`src/rtl/opcode_seg_display.sv`:
```
// Shows the button-encoder opcode on the Nexys4 8-digit display as "OP", blank, hex, binary.
// Flags each opcode change with a one-cycle pulse and a timed decimal-point flash on the hex digit.
module opcode_seg_display #(
    parameter int unsigned REFRESH_DIV  = 12500,
    parameter int unsigned FLASH_CYCLES = 50000000
) (
    input  logic       clk,
    input  logic       rst,
    input  logic [0:3] opcode,
    output logic [7:0] AN,
    output logic [6:0] SEG,
    output logic       DP,
    output logic       opcode_changed
);

    localparam int unsigned RW = (REFRESH_DIV > 2) ? $clog2(REFRESH_DIV) : 1;
    localparam int unsigned FW = $clog2(FLASH_CYCLES + 1);

    localparam logic [6:0] GLYPH_O     = 7'b1000000;
    localparam logic [6:0] GLYPH_P     = 7'b0001100;
    localparam logic [6:0] GLYPH_BLANK = 7'b1111111;

    logic [RW-1:0] refresh_cnt;
    logic [2:0]    digit_idx;
    logic [0:3]    opcode_q;
    logic [0:3]    opcode_prev;
    logic [FW-1:0] flash_cnt;
    logic          change;
    logic          wrap;
    logic [3:0]    nibble;
    logic [6:0]    glyph;
    logic          dp_next;

    function automatic logic [6:0] hex_glyph(input logic [3:0] v);
        case (v)
            4'h0:    return 7'b1000000;
            4'h1:    return 7'b1111001;
            4'h2:    return 7'b0100100;
            4'h3:    return 7'b0110000;
            4'h4:    return 7'b0011001;
            4'h5:    return 7'b0010010;
            4'h6:    return 7'b0000010;
            4'h7:    return 7'b1111000;
            4'h8:    return 7'b0000000;
            4'h9:    return 7'b0010000;
            4'hA:    return 7'b0001000;
            4'hB:    return 7'b0000011;
            4'hC:    return 7'b1000110;
            4'hD:    return 7'b0100001;
            4'hE:    return 7'b0000110;
            default: return 7'b0001110;
        endcase
    endfunction

    assign change = (opcode_q != opcode_prev);
    assign wrap   = (refresh_cnt == RW'(REFRESH_DIV - 1));

    // digit_idx names the slot that the next wrap will light.
    always_comb begin
        nibble  = '0;
        glyph   = GLYPH_BLANK;
        dp_next = 1'b1;
        case (digit_idx)
            3'd7: glyph = GLYPH_O;
            3'd6: glyph = GLYPH_P;
            3'd5: glyph = GLYPH_BLANK;
            3'd4: begin
                nibble  = opcode_q;
                glyph   = hex_glyph(nibble);
                dp_next = (flash_cnt == '0);
            end
            default: begin
                // slot 3 carries opcode_q[0] (MSB) down to slot 0 carrying opcode_q[3]
                nibble = {3'b000, opcode_q[2'd3 - digit_idx[1:0]]};
                glyph  = hex_glyph(nibble);
            end
        endcase
    end

    always_ff @(posedge clk) begin
        if (rst) begin
            refresh_cnt    <= '0;
            digit_idx      <= '0;
            opcode_q       <= '0;
            opcode_prev    <= '0;
            flash_cnt      <= '0;
            opcode_changed <= 1'b0;
            AN             <= '1;
            SEG            <= '1;
            DP             <= 1'b1;
        end else begin
            opcode_q       <= opcode;
            opcode_prev    <= opcode_q;
            opcode_changed <= change;

            if (change)
                flash_cnt <= FW'(FLASH_CYCLES);
            else if (flash_cnt != '0)
                flash_cnt <= flash_cnt - 1'b1;

            if (wrap) begin
                refresh_cnt <= '0;
                digit_idx   <= digit_idx + 1'b1;
                AN          <= ~(8'b1 << digit_idx);
                SEG         <= glyph;
                DP          <= dp_next;
            end else begin
                refresh_cnt <= refresh_cnt + 1'b1;
            end
        end
    end

endmodule

```
`config.mk`:
```
export PLATFORM = sky130hd
export DESIGN_NAME = opcode_seg_display
export DESIGN_NICKNAME = d
export VERILOG_FILES = /design/src/rtl/opcode_seg_display.sv
export SDC_FILE = /design/constraint.sdc
export NUM_CORES = 1
export LEC_CHECK = 0
export ABC_AREA = 1
export CORE_MARGIN = 5
export CORE_UTILIZATION = 64
export DETAILED_ROUTE_END_ITERATION = 7
export PLACE_DENSITY = 0.88
export REMOVE_ABC_BUFFERS = 1
export SETUP_SLACK_MARGIN = 0.5
export SYNTH_ARGS = -nofsm -noshare
export SYNTH_HDL_FRONTEND = slang
export SYNTH_SLANG_ARGS = --single-unit
```
`constraint.sdc`:
```
create_clock -name clk -period 2.45 [get_ports clk]
set_input_delay 0.3675 -clock clk [delete_from_list [all_inputs] [get_ports clk]]
set_output_delay 0.3675 -clock clk [all_outputs]
set_load 0.005 [all_outputs]
```
Word-level counts from Yosys, hierarchy flattened
Memories as Yosys holds them, arrays and structs flattened. A register that Yosys moved wholly into a read port is not among the register bits.
Cells that the tools add are included.
- bitwise logic cells: 3
- shifts and indexed selects: 1
- reductions and logical operators: 5
- muxes and demuxes: 9
- add/sub/neg operators: 4
- order comparisons: 1
- equal/unequal tests: 6
- operator list (operator ; number):
    $mux 26 ; 2
    $pmux 7 s4 ; 1
    $logic_not 26->1 ; 1
    $reduce_bool 26->1 ; 1
    $sub 26x1->26 const B ; 1
    $add 14x1->14 const B ; 1
    $eq 14x14->1 const B ; 1
    $pmux 7 s2 ; 1
    $eq 3x3->1 const B ; 4
    $not 8->8 ; 1
    $shl 1x3->8 const A ; 1
    $mux 4 ; 1
    $ne 4x4->1 ; 1
    $reduce_or 2->1 ; 2
    $add 3x1->3 const B ; 1
    $ge 3x3->1 const B ; 1
    $mux 1 ; 3
    $not 2->3 ; 1
    $bmux 1 s2 ; 1
    $reduce_bool 2->1 ; 1
    $sub 2x2->2 const A ; 1
    $not 1->1 ; 1
- output and inout port bits: 17
- memories kept: 1
- logic and storage cells: 40
- bits in registers: 68
- input bits: 6
- bits in read-only memories: 112
- memory list (name ; words ; width ; read ports ; clocked after memory_dff ; wr ports ; line ; text):
    (no name shown) ; 16 ; 7 ; 1 ; 1 ; 0 ; 35 ; case (v)

Longest topological paths before layout
Gate-level depths: netlist (run 1).
- depth after elaboration: 8
- gate-level depth with buffers: 9
- depth with buffers taken out: 9

Least setup slack after synthesis (run 1)
Ideal clock, no wire load.
- path type: register to register
- start: reg digit_idx[0]
- end: reg SEG[0]
- arrival: 1.455 ns
- path buffers: 0
- period minus slack after synthesis: 1.519 ns
- stages on the path, launching flop included: 10
- path slack: 0.931 ns
- path through: dfxtp_1 inv_1 ha_1 nand2_1 clkinv_1 nor3_1 nand3_1 nand3_1 nand2_1 nand3_1
- word-level cells in the longest chain between the ends: 8
- elaborated cells between the ends (all ways): 12
- those cells by class: add/sub (1); eq/ne (4); mux (5); bitwise (2)
- ends and longest elaborated chain (element ; line ; text):
    start, declared ; 24 ; logic [2:0] digit_idx;
    start signal, assigned ; 103 ; digit_idx <= digit_idx + 1'b1;
    $sub 2x2->2 ; 74 ; nibble = {3'b000, opcode_q[2'd3 - digit_idx[1:0]]};
    $not 2->3 (not written as such) ; 74 ;
    $bmux 1 s2 ; 74 ;
    $mux 1 (not written as such) (2 in series) ; 74 ;
    $not 1->1 ; 35 ;
    $pmux 7 s2 ; 35 ;
    $pmux 7 s4 (*) ; 63 ; case (digit_idx)
    end signal, assigned ; 105 ; SEG <= glyph;
    end, declared ; 11 ; output logic [6:0] SEG,
Every way passes the cells marked *; elsewhere a longest branch is shown, timed or not. The select of a mux whose other input is x is not followed.
A chain may end at the register's enable or synchronous reset.

Worst setup path in the final report (run 1)
- start: reg flash_cnt[0]
- end: reg flash_cnt[7]
- word-level cells in the longest chain between the ends: 3
- elaborated cells between the ends (all ways): 5
- those cells by class: add/sub (1); mux (2); reduce/logical (2)
- ends and longest elaborated chain (element ; line ; text):
    start, declared ; 27 ; logic [FW-1:0] flash_cnt;
    start signal, assigned ; 97 ; flash_cnt <= FW'(FLASH_CYCLES);
    start signal, assigned ; 99 ; flash_cnt <= flash_cnt - 1'b1;
    $sub 26x1->26 ; 99 ;
    $mux 26 ; 98 ; else if (flash_cnt != '0)
    $mux 26 ; 96 ; if (change)
Parallel ways exist; a longest one is shown, timed or not. The select of a mux whose other input is x is not followed.

==> results of run 1 <==
## power by group
part	switching (µW)	internal (µW)	total, µW	leakage, µW
clock	465	778	1240	0.000125
sequential	42.9	1270	1320	0.000615
combinational	277	143	420	0.00123
total	785	2190	2980	0.00197
## sequential cells by signal (all words and copies together) (netlist names), named ones only
register and count:
AN 8, DP 1, SEG 7, digit_idx 3, flash_cnt 26, opcode_changed 1
opcode_prev 4, opcode_q 4, refresh_cnt 14
## final timing paths
path	end	slack, ns	cells after the start
setup / recovery	flash_cnt[7]$_SDFFE_PP0P_	0.55	7
setup reg to reg	flash_cnt[7]$_SDFFE_PP0P_	0.55	7
hold / removal	opcode_prev[0]$_SDFF_PP0_	0.46	2
hold reg to reg	opcode_prev[0]$_SDFF_PP0_	0.46	2
## cells in the mapped netlist, types with 2 or more instances
cell	n
a21o_1	3
a21oi_1	27
a31oi_1	2
buf_2	2
buf_6	5
clkbuf_1	2
dfxtp_1	75
ha_1	14
inv_1	55
inv_2	2
nand2_1	113
nand2_2	6
nand3_1	47
nand4_1	11
nor2_1	86
nor2_2	7
nor2_4	2
nor3_1	7
nor3_4	2
o211ai_1	2
o21a_1	2
o21ai_0	13
o21ai_1	2
xnor2_1	7
xor2_1	10
## per-stage QoR
| stage | area (µm²) | power [µW] |
|---|---|---|
| after floorplan | 3666 | 1646 |
| after global placement | 3991 | 1731 |
| after detailed placement | 3991 | 1742 |
| after CTS | 4255 | 2968 |
| after global routing | 4278 | 3109 |
| final | 4278 | 2978 |
## final cells by class
cell class,instances,area [µm²]
repair buffers,24,237.7
fillers,432,1330
well taps,72,90.09
clock buffers,9,123.9
clock inverters,7,140.1
flip-flops and latches,75,1503
inverters,58,224.0
multi-input cells,376,1959
## critical path, stage by stage (launching register included)
cell and delay [ns]:
dfxtp_1 0.32, inv_1 0.18, ha_1 0.32, nand2_2 0.14, nor2_4 0.24, nand4_2 0.35
nand2_1 0.16, a21oi_1 0.07
## layer usage
layer	vias to the layer above	wire length, µm	share of wire, %
met4	0	136	1.6
met5	-	0	0
met1	1524	3879	46
met3	14	467	5.6
met2	110	3897	47
li1	1721	-	-
## cell families after synthesis
group	after synthesis	share of synthesized area [%]
simple gates	290	35.33
flops	75	40.07
buf+inv	68	7.980
compound gates	54	7.980
xor+xnor	17	3.973
fa+ha+maj	14	4.675
==> results.md, run 1 <==
* Status: completed
* Slew headroom at 58.42%
* Worst Setup SP: flash_cnt[0]$_SDFFE_PP0P_
* Hold Fails Final Rpt at 0
* Met2 Resource Use GR at 39.08%
* DRT Pass-1 Iters at 4
* FF-to-FF Start: flash_cnt[0]$_SDFFE_PP0P_
* Number of top-level pins at 23
* RSZ-0062 raised after global routing: yes
* Area added between synthesis and finish at 14.16%
* Crit end category: register
* Total of max-cap violations at 0
* Share of layout cells above drive strength 1 at 8.561%
* Synth area leaders: dfxtp_1 40%, nand2_1 11%, nor2_1 8.6%
* Most common cell after layout, fill and taps aside: nand2_1
* Post-cts hold buffer count at 0
* Startpoint types: register
* Fmax at 525.3 MHz
* Final net count at 564
* Post-synth EDFFs at 0
* CTS sink count at 75
* Clock Skew at 0.01078 ns
* Final WL at 8380 µm
* Utilization after layout at 76.28%
* Via density at 5.425
* Worst EP required at 2.67 ns
* Final Non-Filler Cells at 621
* GR Layer Usage met3 at 3.517%
* PwrDens at 696.2 nW/µm²
* Die area at 7486 µm²
* Slew @ Worst Pin at 0.6215 ns
* Port bufs at 22
* Initial antenna violation count at 0
* Site Rows at 27
* Die Width at 86.52 µm
* Most frequent cells in the layout: 113 x nand2_1, 86 x nor2_1, 74 x dfxtp_1
* Initial Util at 66.82%
* Dpl cells at 604
* GRT Total Usage at 23.74%
* Seq cells post-synth at 75
* Fin Setup TNS at 0 ns
* Mapped Area at 3747 µm²
* Leakage at 0.001971 µW
* Detail Route Antenna Nets at 0
* Synth Warn # at 0
* Max-slew violation count at 0
* Hold Crit Start: opcode_q[0]$_SDFF_PP0_
* Clk buf depth at 2
* Die height at 86.52 µm
* Fraction of registers with async set/reset at 0%
* Period minus WS final at 1.904 ns
* GR Util met1 at 31.09%
* Crit Path Category: register to register
* Initial DRC Count at 292
* H-tree depth at 3
* Top cell type by total area after synthesis: dfxtp_1
* Hpwl dp at 5904 µm
* First-pass GRT wire length at 14,310 µm
* Cell count after synthesis at 518
* Finish-stage setup viols at 0
* Maximum fanout along the worst path at 11
* TritonCTS clock tree: done
* TritonCTS Buffers at 9
* Grt total ovfl at 0
* # DRC at 0
* Via Count at 3,369
* Post-CTS Repair Setup Buffers at 0
* Post-CTS sizing at 0
* Worst skew pair latency at 0.34 ns
* Netlist cell types at 39
* VDD IR max at 480.9 µV
* Syn Area/Cell at 7.234 µm²
* Fin crit share at 77.70%
* Worst Path Arrival at 2.12 ns
* Sequential area share after synthesis at 40.07%
* Hold_ws at 0.4603 ns
* Pin count of the biggest net entering global routing at 24
* Global route hottest layer: met2
* Top-area cell type share of the netlist area at 40.07%
* Placer Congestion at 0.9562
* Core area at 5608 µm²
* Vias in the first global route at 3,207
* Hold crit path type: register to register
* Synth Flop Type: dfxtp_1
* Worst setup margin at 0.5463 ns
* Antenna Cells at 0
* Pre-CTS setup slack at 0.1625 ns
* Routed WL per cell at 13.49 µm
* CTS root buffer: clkbuf_8
* Clock transition at the registers of the reported paths at 0.08 ns
Power figures use the tool's default switching activity.
==> inputs of run 2 (changes only) <==
Settings changed: CORE_UTILIZATION 64 to 59, PLACE_DENSITY 0.88 to 0.82.
Clock period 2.45 ns to 1.9 ns, I/O delays scaled along.
==> run 2 against run 1 <==
Wire length is 42% higher; first-iteration DRC count grew 38%; flip-flop and latch count stayed put; core utilization rose by 5.8 points; combinational power rose by 94%; critical path depth rose by 1; clock power up 15%; cell count up 8.7%; count of clock-buffer cells in the layout is 1 higher; worst hold slack worse by 0.20 ns; fmax increased by 24%; critical path type unchanged; highest routed layer unchanged.
==> results.md, run 2 (synthesized netlist as in run 1, its figures left out) <==
* Slew @ Worst Pin at 0.6107 ns (was 0.6215 ns)
* Core area at 6277 µm² (was 5608 µm²)
* Max reg flops at 26 (unchanged)
* Hpwl dp at 6002 µm (was 5904 µm)
* Final WL at 11,870 µm (was 8380 µm)
* Site Rows at 29 (was 27)
* CTS sink count at 75 (unchanged)
* Total of max-cap violations at 0 (unchanged)
* Worst setup path end: digit_idx[0]$_SDFFE_PP0P_ (was flash_cnt[7]$_SDFFE_PP0P_)
* Antenna Cells at 0 (unchanged)
* Port bufs at 22 (unchanged)
* Final Non-Filler Cells at 675 (was 621)
* Clk buf depth at 2 (unchanged)
* R2R Setup Slk at 0.36 ns (was 0.55 ns)
* Maximum fanout along the worst path at 5 (was 11)
* # DRC at 0 (unchanged)
* CTS root buffer: clkbuf_8 (unchanged)
* Sequential share of power at 43.4% (was 44.2%)
* Placer Congestion at 0.9435 (was 0.9562)
* Hold Fails Final Rpt at 0 (unchanged)
* Capturing point of the worst reg2reg path: digit_idx[0]$_SDFFE_PP0P_ (was flash_cnt[7]$_SDFFE_PP0P_)
* Clock transition at the registers of the reported paths at 0.09 ns (was 0.08 ns)
* Pin count of the biggest net entering global routing at 17 (was 24)
* Worst Path Arrival at 1.78 ns (was 2.12 ns)
* Cell-internal power at 2745 µW (was 2193 µW)
* TritonCTS clock tree: done (unchanged)
* RSZ-0062 raised after global routing: yes (unchanged)
* TritonCTS Buffers at 9 (unchanged)
* H-tree depth at 3 (unchanged)
* Via Count at 3,985 (was 3,369)
* Die Width at 89.70 µm (was 86.52 µm)
* Number of top-level pins at 23 (unchanged)
* Area added between synthesis and finish at 37.50% (was 14.16%)
* Slew headroom at 59.25% (was 58.42%)
* Worst Setup SP: refresh_cnt[6]$_SDFF_PP0_ (was flash_cnt[0]$_SDFFE_PP0P_)
* Switching Share at 30.66% (was 26.35%)
* Vias in the first global route at 3,562 (was 3,207)
* Most common cell after layout, fill and taps aside: nand2_1 (unchanged)
* Largest regs: flash_cnt: 26 flops, refresh_cnt: 14 flops, AN: 8 flops (unchanged)
* Filler Cells Inserted at 347 (was 432)
* CP Cell Sequence: nand2_2 > inv_1 > nand4_1 > nor3_4 > buf_4 > nor2_4 > nand2_1 > o21ai_0 (was inv_1 > ha_1 > nand2_2 > nor2_4 > nand4_2 > nand2_1 > a21oi_1)
* Grt total ovfl at 0 (unchanged)
* FF-to-FF Start: refresh_cnt[6]$_SDFF_PP0_ (was flash_cnt[0]$_SDFFE_PP0P_)
* Initial Util at 59.70% (was 66.82%)
* Post-route cell area at 5152 µm² (was 4278 µm²)
* Max-slew violation count at 0 (unchanged)
* PwrDens at 768.4 nW/µm² (was 696.2 nW/µm²)
* Finish-stage setup viols at 0 (unchanged)
* DRT Pass-1 Iters at 6 (was 4)
* Startpoint types: register (unchanged)
* P_sw at 1214 µW (was 784.6 µW)
* Leakage at 0.002316 µW (was 0.001971 µW)
* Clk pwr share at 36.1% (was 41.7%)
* Final net count at 613 (was 564)
* Crit Path Category: register to register (unchanged)
* VDD IR max at 716.8 µV (was 480.9 µV)
* Hold path depth at 3 (was 2)
* Routed WL per cell at 17.58 µm (was 13.49 µm)
* Hold crit path type: input pin to register (was register to register)
* Initial DRC Count at 402 (was 292)
* FF-to-FF path depth at 8 (was 7)
* Gate power share at 20.5% (was 14.1%)
* Worst skew pair latency at 0.35 ns (was 0.34 ns)
* Met1 WL at 4532 µm (was 3879 µm)
* Die height at 89.70 µm (was 86.52 µm)
* Seq. cell area at 1543 µm² (was 1503 µm²)
* Share of layout cells above drive strength 1 at 35.62% (was 8.561%)
* GRT Total Usage at 25.75% (was 23.74%)
* DR top layer: met4 (unchanged)
* CP max stage delay at 0.37 ns (was 0.35 ns)
* Worst EP required at 2.14 ns (was 2.67 ns)
* Detail Route Antenna Nets at 0 (unchanged)
* Clock Skew at 0.01159 ns (was 0.01078 ns)
* Die area at 8045 µm² (was 7486 µm²)
* Status: completed (unchanged)
* Most frequent cells in the layout: 93 x nand2_1, 59 x nor2_1, 48 x dfxtp_1 (was 113 x nand2_1, 86 x nor2_1, 74 x dfxtp_1)
* Period minus WS final at 1.541 ns (was 1.904 ns)
* WL met2 at 5808 µm (was 3897 µm)
* Fmax at 648.8 MHz (was 525.3 MHz)
* First-pass GRT wire length at 16,010 µm (was 14,310 µm)
* Top reg by flops: flash_cnt (unchanged)
* Dpl cells at 617 (was 604)
* Fin crit share at 81.12% (was 77.70%)
* Met3 WL at 984 µm (was 467 µm)
* Slowest library cell on the worst path: dfxtp_2 (was nand4_2)
* Area occupied by multi-input gates at 2450 µm² (was 1959 µm²)
* Initial antenna violation count at 0 (unchanged)
* Post-DP Area at 4058 µm² (was 3991 µm²)
* Hold_ws at 0.2601 ns (was 0.4603 ns)
* Crit end category: register (unchanged)
* Via density at 5.904 (was 5.425)
* Fin Setup TNS at 0 ns (unchanged)
[run 2: changes by cell type in the layout (fill, tap and decap cells not counted), moves of 18 or more]
| cell | delta |
|---|---|
| dlygate4sd2_1 | +18 |
| buf_4 | +34 |
| dfxtp_1 | -26 |
| dfxtp_2 | +23 |
| nor2_2 | +18 |
| clkdlybuf4s50_1 | -18 |
| nand2_1 | -20 |
| nor2_1 | -27 |
[run 2: through the flow]
stage / power, µW / utilization (%) / worst slack, ns
2_1_floorplan: 2122 / - / 0.3748
3_5_place_dp: 2268 / 64.64 / 0.03382
4_1_cts: 3791 / 75.58 / 0.4101
5_1_grt: 4091 / 82.08 / 0.2928
3_3_place_gp: 2256 / 64.64 / 0.05474
6_report: 3959 / 82.08 / 0.3588
[run 2: worst max-delay path, delay by kind of cell, from the launching register on]
kind	cells	cell delay (ns)
AOI/OAI and AO/OA	1	0.07
DFF	1	0.37
and+or+nand+nor	5	0.68
buffers and inverters	2	0.32
[run 2: cell type report]
| cell class | count | area share [%] |
|---|---|---|
| Multi-Input combinational cell | 380 | 47.55 |
| Sequential cell | 75 | 29.94 |
| Timing Repair Buffer | 68 | 11.66 |
| Inverter | 58 | 4.347 |
| Clock buffer | 10 | 2.671 |
| Tap cell | 77 | 1.870 |
| Clock inverter | 6 | 1.821 |
| Timing Repair inverter | 1 | 0.1457 |
[run 2: worst min path at each step]
stage	startpoint	end	slack [ns]
3_5_place_dp	refresh_cnt[0]$_SDFF_PP0_	refresh_cnt[0]$_SDFF_PP0_	0.44
5_1_grt	opcode[3]	register	0.27
6_report	opcode[3]	register	0.26
3_3_place_gp	refresh_cnt[0]$_SDFF_PP0_	refresh_cnt[0]$_SDFF_PP0_	0.43
2_1_floorplan	rst	flash_cnt[12]$_SDFFE_PP0P_	0.35
4_1_cts	SEG[5]$_SDFFE_PP1P_	SEG[5]$_SDFFE_PP1P_	0.46
[run 2: repair_timing]
item / in CTS / in global routing
endpoints found under the setup margin: 78 / 61
setup buffers: 21 / 15
hold buffers: 0 / 0
resized for setup: 93 / 86
pin swaps: 33 / 37
cloned: 4 / 2
[run 2: power groups by stage]
stage               clock network [µW]  logic (µW)  registers (µW)
finish                            1430         813            1720
global route                      1500         867            1720
CTS                               1430         653            1700
detailed placement                   0         534            1730
global placement                     0         523            1730
floorplan                            0         404            1720
[run 2: routing by layer]
metal  up-vias  global-route usage (%)
met2       257                   43.75
met5         -                       0
met3        75                   7.026
li1       1834                       -
met1      1819                   30.06
met4         0                   11.91
==> inputs of run 3 (changes only) <==
Settings changed: CORE_UTILIZATION 59 to 53, PLACE_DENSITY 0.82 to 0.78.
Clock period 1.9 ns to 1.3 ns, I/O delays scaled along.
==> run 3 against run 2 <==
The flow now finishes with violations (DRC, setup timing); flip-flop and latch count unchanged; non-clock buffer count up 99; worst hold slack worse by 0.021 ns; power up 64%; largest power group unchanged.
==> results.md, run 3 (synthesized netlist as in run 1, its figures left out) <==
* Status: finished with violations (was completed)
* Failing checks: DRC, setup timing
* Filler Cells Inserted at 125 (was 347)
* Clock transition at the registers of the reported paths at 0.10 ns (was 0.09 ns)
* Area added between synthesis and finish at 76.79% (was 37.50%)
* Seq. cell area at 1573 µm² (was 1543 µm²)
* Antenna Cells at 0 (unchanged)
* Leakage at 0.002954 µW (was 0.002316 µW)
* Pin count of the biggest net entering global routing at 20 (was 17)
* CTS sink count at 75 (unchanged)
* Utilization after layout at 96.98% (was 82.08%)
* Worst EP required at 1.57 ns (was 2.14 ns)
* Worst Path Arrival at 2.03 ns (was 1.78 ns)
* Hold path depth at 5 (was 3)
* Hpwl dp at 7137 µm (was 6002 µm)
* Fin Setup TNS at -14.56 ns (was 0 ns)
* Detail Route Antenna Nets at 0 (unchanged)
* Tot Pwr at 6512 µW (was 3959 µW)
* TritonCTS Buffers at 9 (unchanged)
* Period minus WS final at 1.759 ns (was 1.541 ns)
* Routed WL per cell at 27.55 µm (was 17.58 µm)
* Slew headroom at 70.88% (was 59.25%)
* Top reg by flops: flash_cnt (unchanged)
* Post-DP Area at 4752 µm² (was 4058 µm²)
* Pre-CTS setup slack at -0.3604 ns (was 0.03382 ns)
* CTS root buffer: clkbuf_8 (unchanged)
* Fin crit share at 135.3% (was 81.12%)
* Post-cts hold buffer count at 0 (unchanged)
* Crit Path Category: register to register (unchanged)
* Final WL at 21,770 µm (was 11,870 µm)
* Most frequent cells in the layout: 116 x buf_4, 55 x nand2_1, 43 x nor2_4 (was 93 x nand2_1, 59 x nor2_1, 48 x dfxtp_1)
* Die Width at 94.09 µm (was 89.70 µm)
* Largest regs: flash_cnt: 26 flops, refresh_cnt: 14 flops, AN: 8 flops (unchanged)
* Clock Skew at 0.02249 ns (was 0.01159 ns)
* Final net count at 709 (was 613)
* Hold Crit Start: rst (was opcode[3])
* Max reg flops at 26 (unchanged)
* Worst skew pair latency at 0.39 ns (was 0.35 ns)
* Hold crit path type: input pin to register (unchanged)
* Die height at 94.09 µm (was 89.70 µm)
* Number of top-level pins at 23 (unchanged)
* VDD IR max at 882.5 µV (was 716.8 µV)
* Total of max-cap violations at 0 (unchanged)
* Vias in the first global route at 4,861 (was 3,562)
* Port bufs at 22 (unchanged)
* Initial Util at 54.85% (was 59.70%)
* # DRC at 40 (was 0)
* Hold Fails Final Rpt at 0 (unchanged)
* Finish-stage setup viols at 60 (was 0)
* First-pass GRT wire length at 23,320 µm (was 16,010 µm)
* Grt total ovfl at 0 (unchanged)
* Core area at 6832 µm² (was 6277 µm²)
* Maximum fanout along the worst path at 4 (was 5)
* GRT Total Usage at 33.69% (was 25.75%)
* Via Count at 5,416 (was 3,985)
* Die area at 8852 µm² (was 8045 µm²)
* Worst setup margin at -0.4591 ns (was 0.3588 ns)
* Initial DRC Count at 931 (was 402)
* Post-route cell area at 6625 µm² (was 5152 µm²)
* DRT Pass-1 Iters at 8 (was 6)
* Worst Setup SP: flash_cnt[1]$_SDFFE_PP0P_ (was refresh_cnt[6]$_SDFF_PP0_)
* Site Rows at 30 (was 29)
* TritonCTS clock tree: done (unchanged)
* H-tree depth at 3 (unchanged)
* Startpoint types: register (unchanged)
* Clk buf depth at 2 (unchanged)
* Area occupied by multi-input gates at 3079 µm² (was 2450 µm²)
* Share of layout cells above drive strength 1 at 65.13% (was 35.62%)
* Max-slew violation count at 0 (unchanged)
* Crit end category: register (unchanged)
* PwrDens at 982.9 nW/µm² (was 768.4 nW/µm²)
* Placer Congestion at 0.9393 (was 0.9435)
* Slew @ Worst Pin at 0.4369 ns (was 0.6107 ns)
* Most common cell after layout, fill and taps aside: buf_4 (was nand2_1)
* Initial antenna violation count at 0 (unchanged)
* Via density at 6.856 (was 5.904)
* RSZ-0062 raised after global routing: yes (unchanged)
* FF-to-FF path depth at 9 (was 8)
* FF-to-FF Start: flash_cnt[1]$_SDFFE_PP0P_ (was refresh_cnt[6]$_SDFF_PP0_)
* Fmax at 568.5 MHz (was 648.8 MHz)
## run 3: stage by stage
stage	cells	hold WS, ns
4_1_cts	770	0.2211
3_5_place_dp	722	0.4562
5_1_grt	790	0.2568
2_1_floorplan	508	0.2641
3_3_place_gp	722	0.4472
6_report	790	0.2387
## run 3: metal layers
metal | share of wire, % | track usage [%] | up-vias
met5 | 0 | 0 | -
met4 | 12 | 21.78 | 0
met3 | 13 | 7.853 | 302
met2 | 43 | 58.60 | 655
met1 | 32 | 36.27 | 2445
li1 | - | - | 2014
## run 3: where the power goes
| group | internal [µW] | switching [µW] | total (µW) | leakage, µW |
|---|---|---|---|---|
| combinational | 929 | 1280 | 2210 | 0.00225 |
| clock | 695 | 1080 | 1780 | 0.0000822 |
| sequential | 2400 | 128 | 2530 | 0.000619 |
| total | 4020 | 2490 | 6510 | 0.00295 |
## run 3: final timing paths
kind	endpoint	slack (ns)
setup / recovery	flash_cnt[1]$_SDFFE_PP0P_	-0.46
hold / removal	opcode_q[3]$_SDFF_PP0_	0.24
setup reg to reg	flash_cnt[1]$_SDFFE_PP0P_	-0.46
hold reg to reg	flash_cnt[0]$_SDFFE_PP0P_	0.49
## run 3: timing repair
item / 4_1_cts / 5_1_grt
cloned: 6 / 1
pin swaps: 76 / 60
endpoints found under the setup margin: 91 / 84
setup buffers: 26 / 19
gates resized for setup: 325 / 154
## run 3: final cells by class
cell class	instances	area share, %
clock buffers	10	1.926
clock inverters	6	0.6421
inverters	58	3.796
multi-input cells	378	46.48
flip-flops and latches	75	23.74
well taps	96	1.813
repair buffers	167	21.61
## run 3: critical path, cell delays in order, from the launching register on
cell,delay [ns]
dfxtp_2,0.36
inv_2,0.10
ha_4,0.17
nand2_4,0.07
nor2_4,0.16
buf_6,0.16
nand2_4,0.06
nor2_4,0.15
inv_2,0.10
a21oi_2,0.31
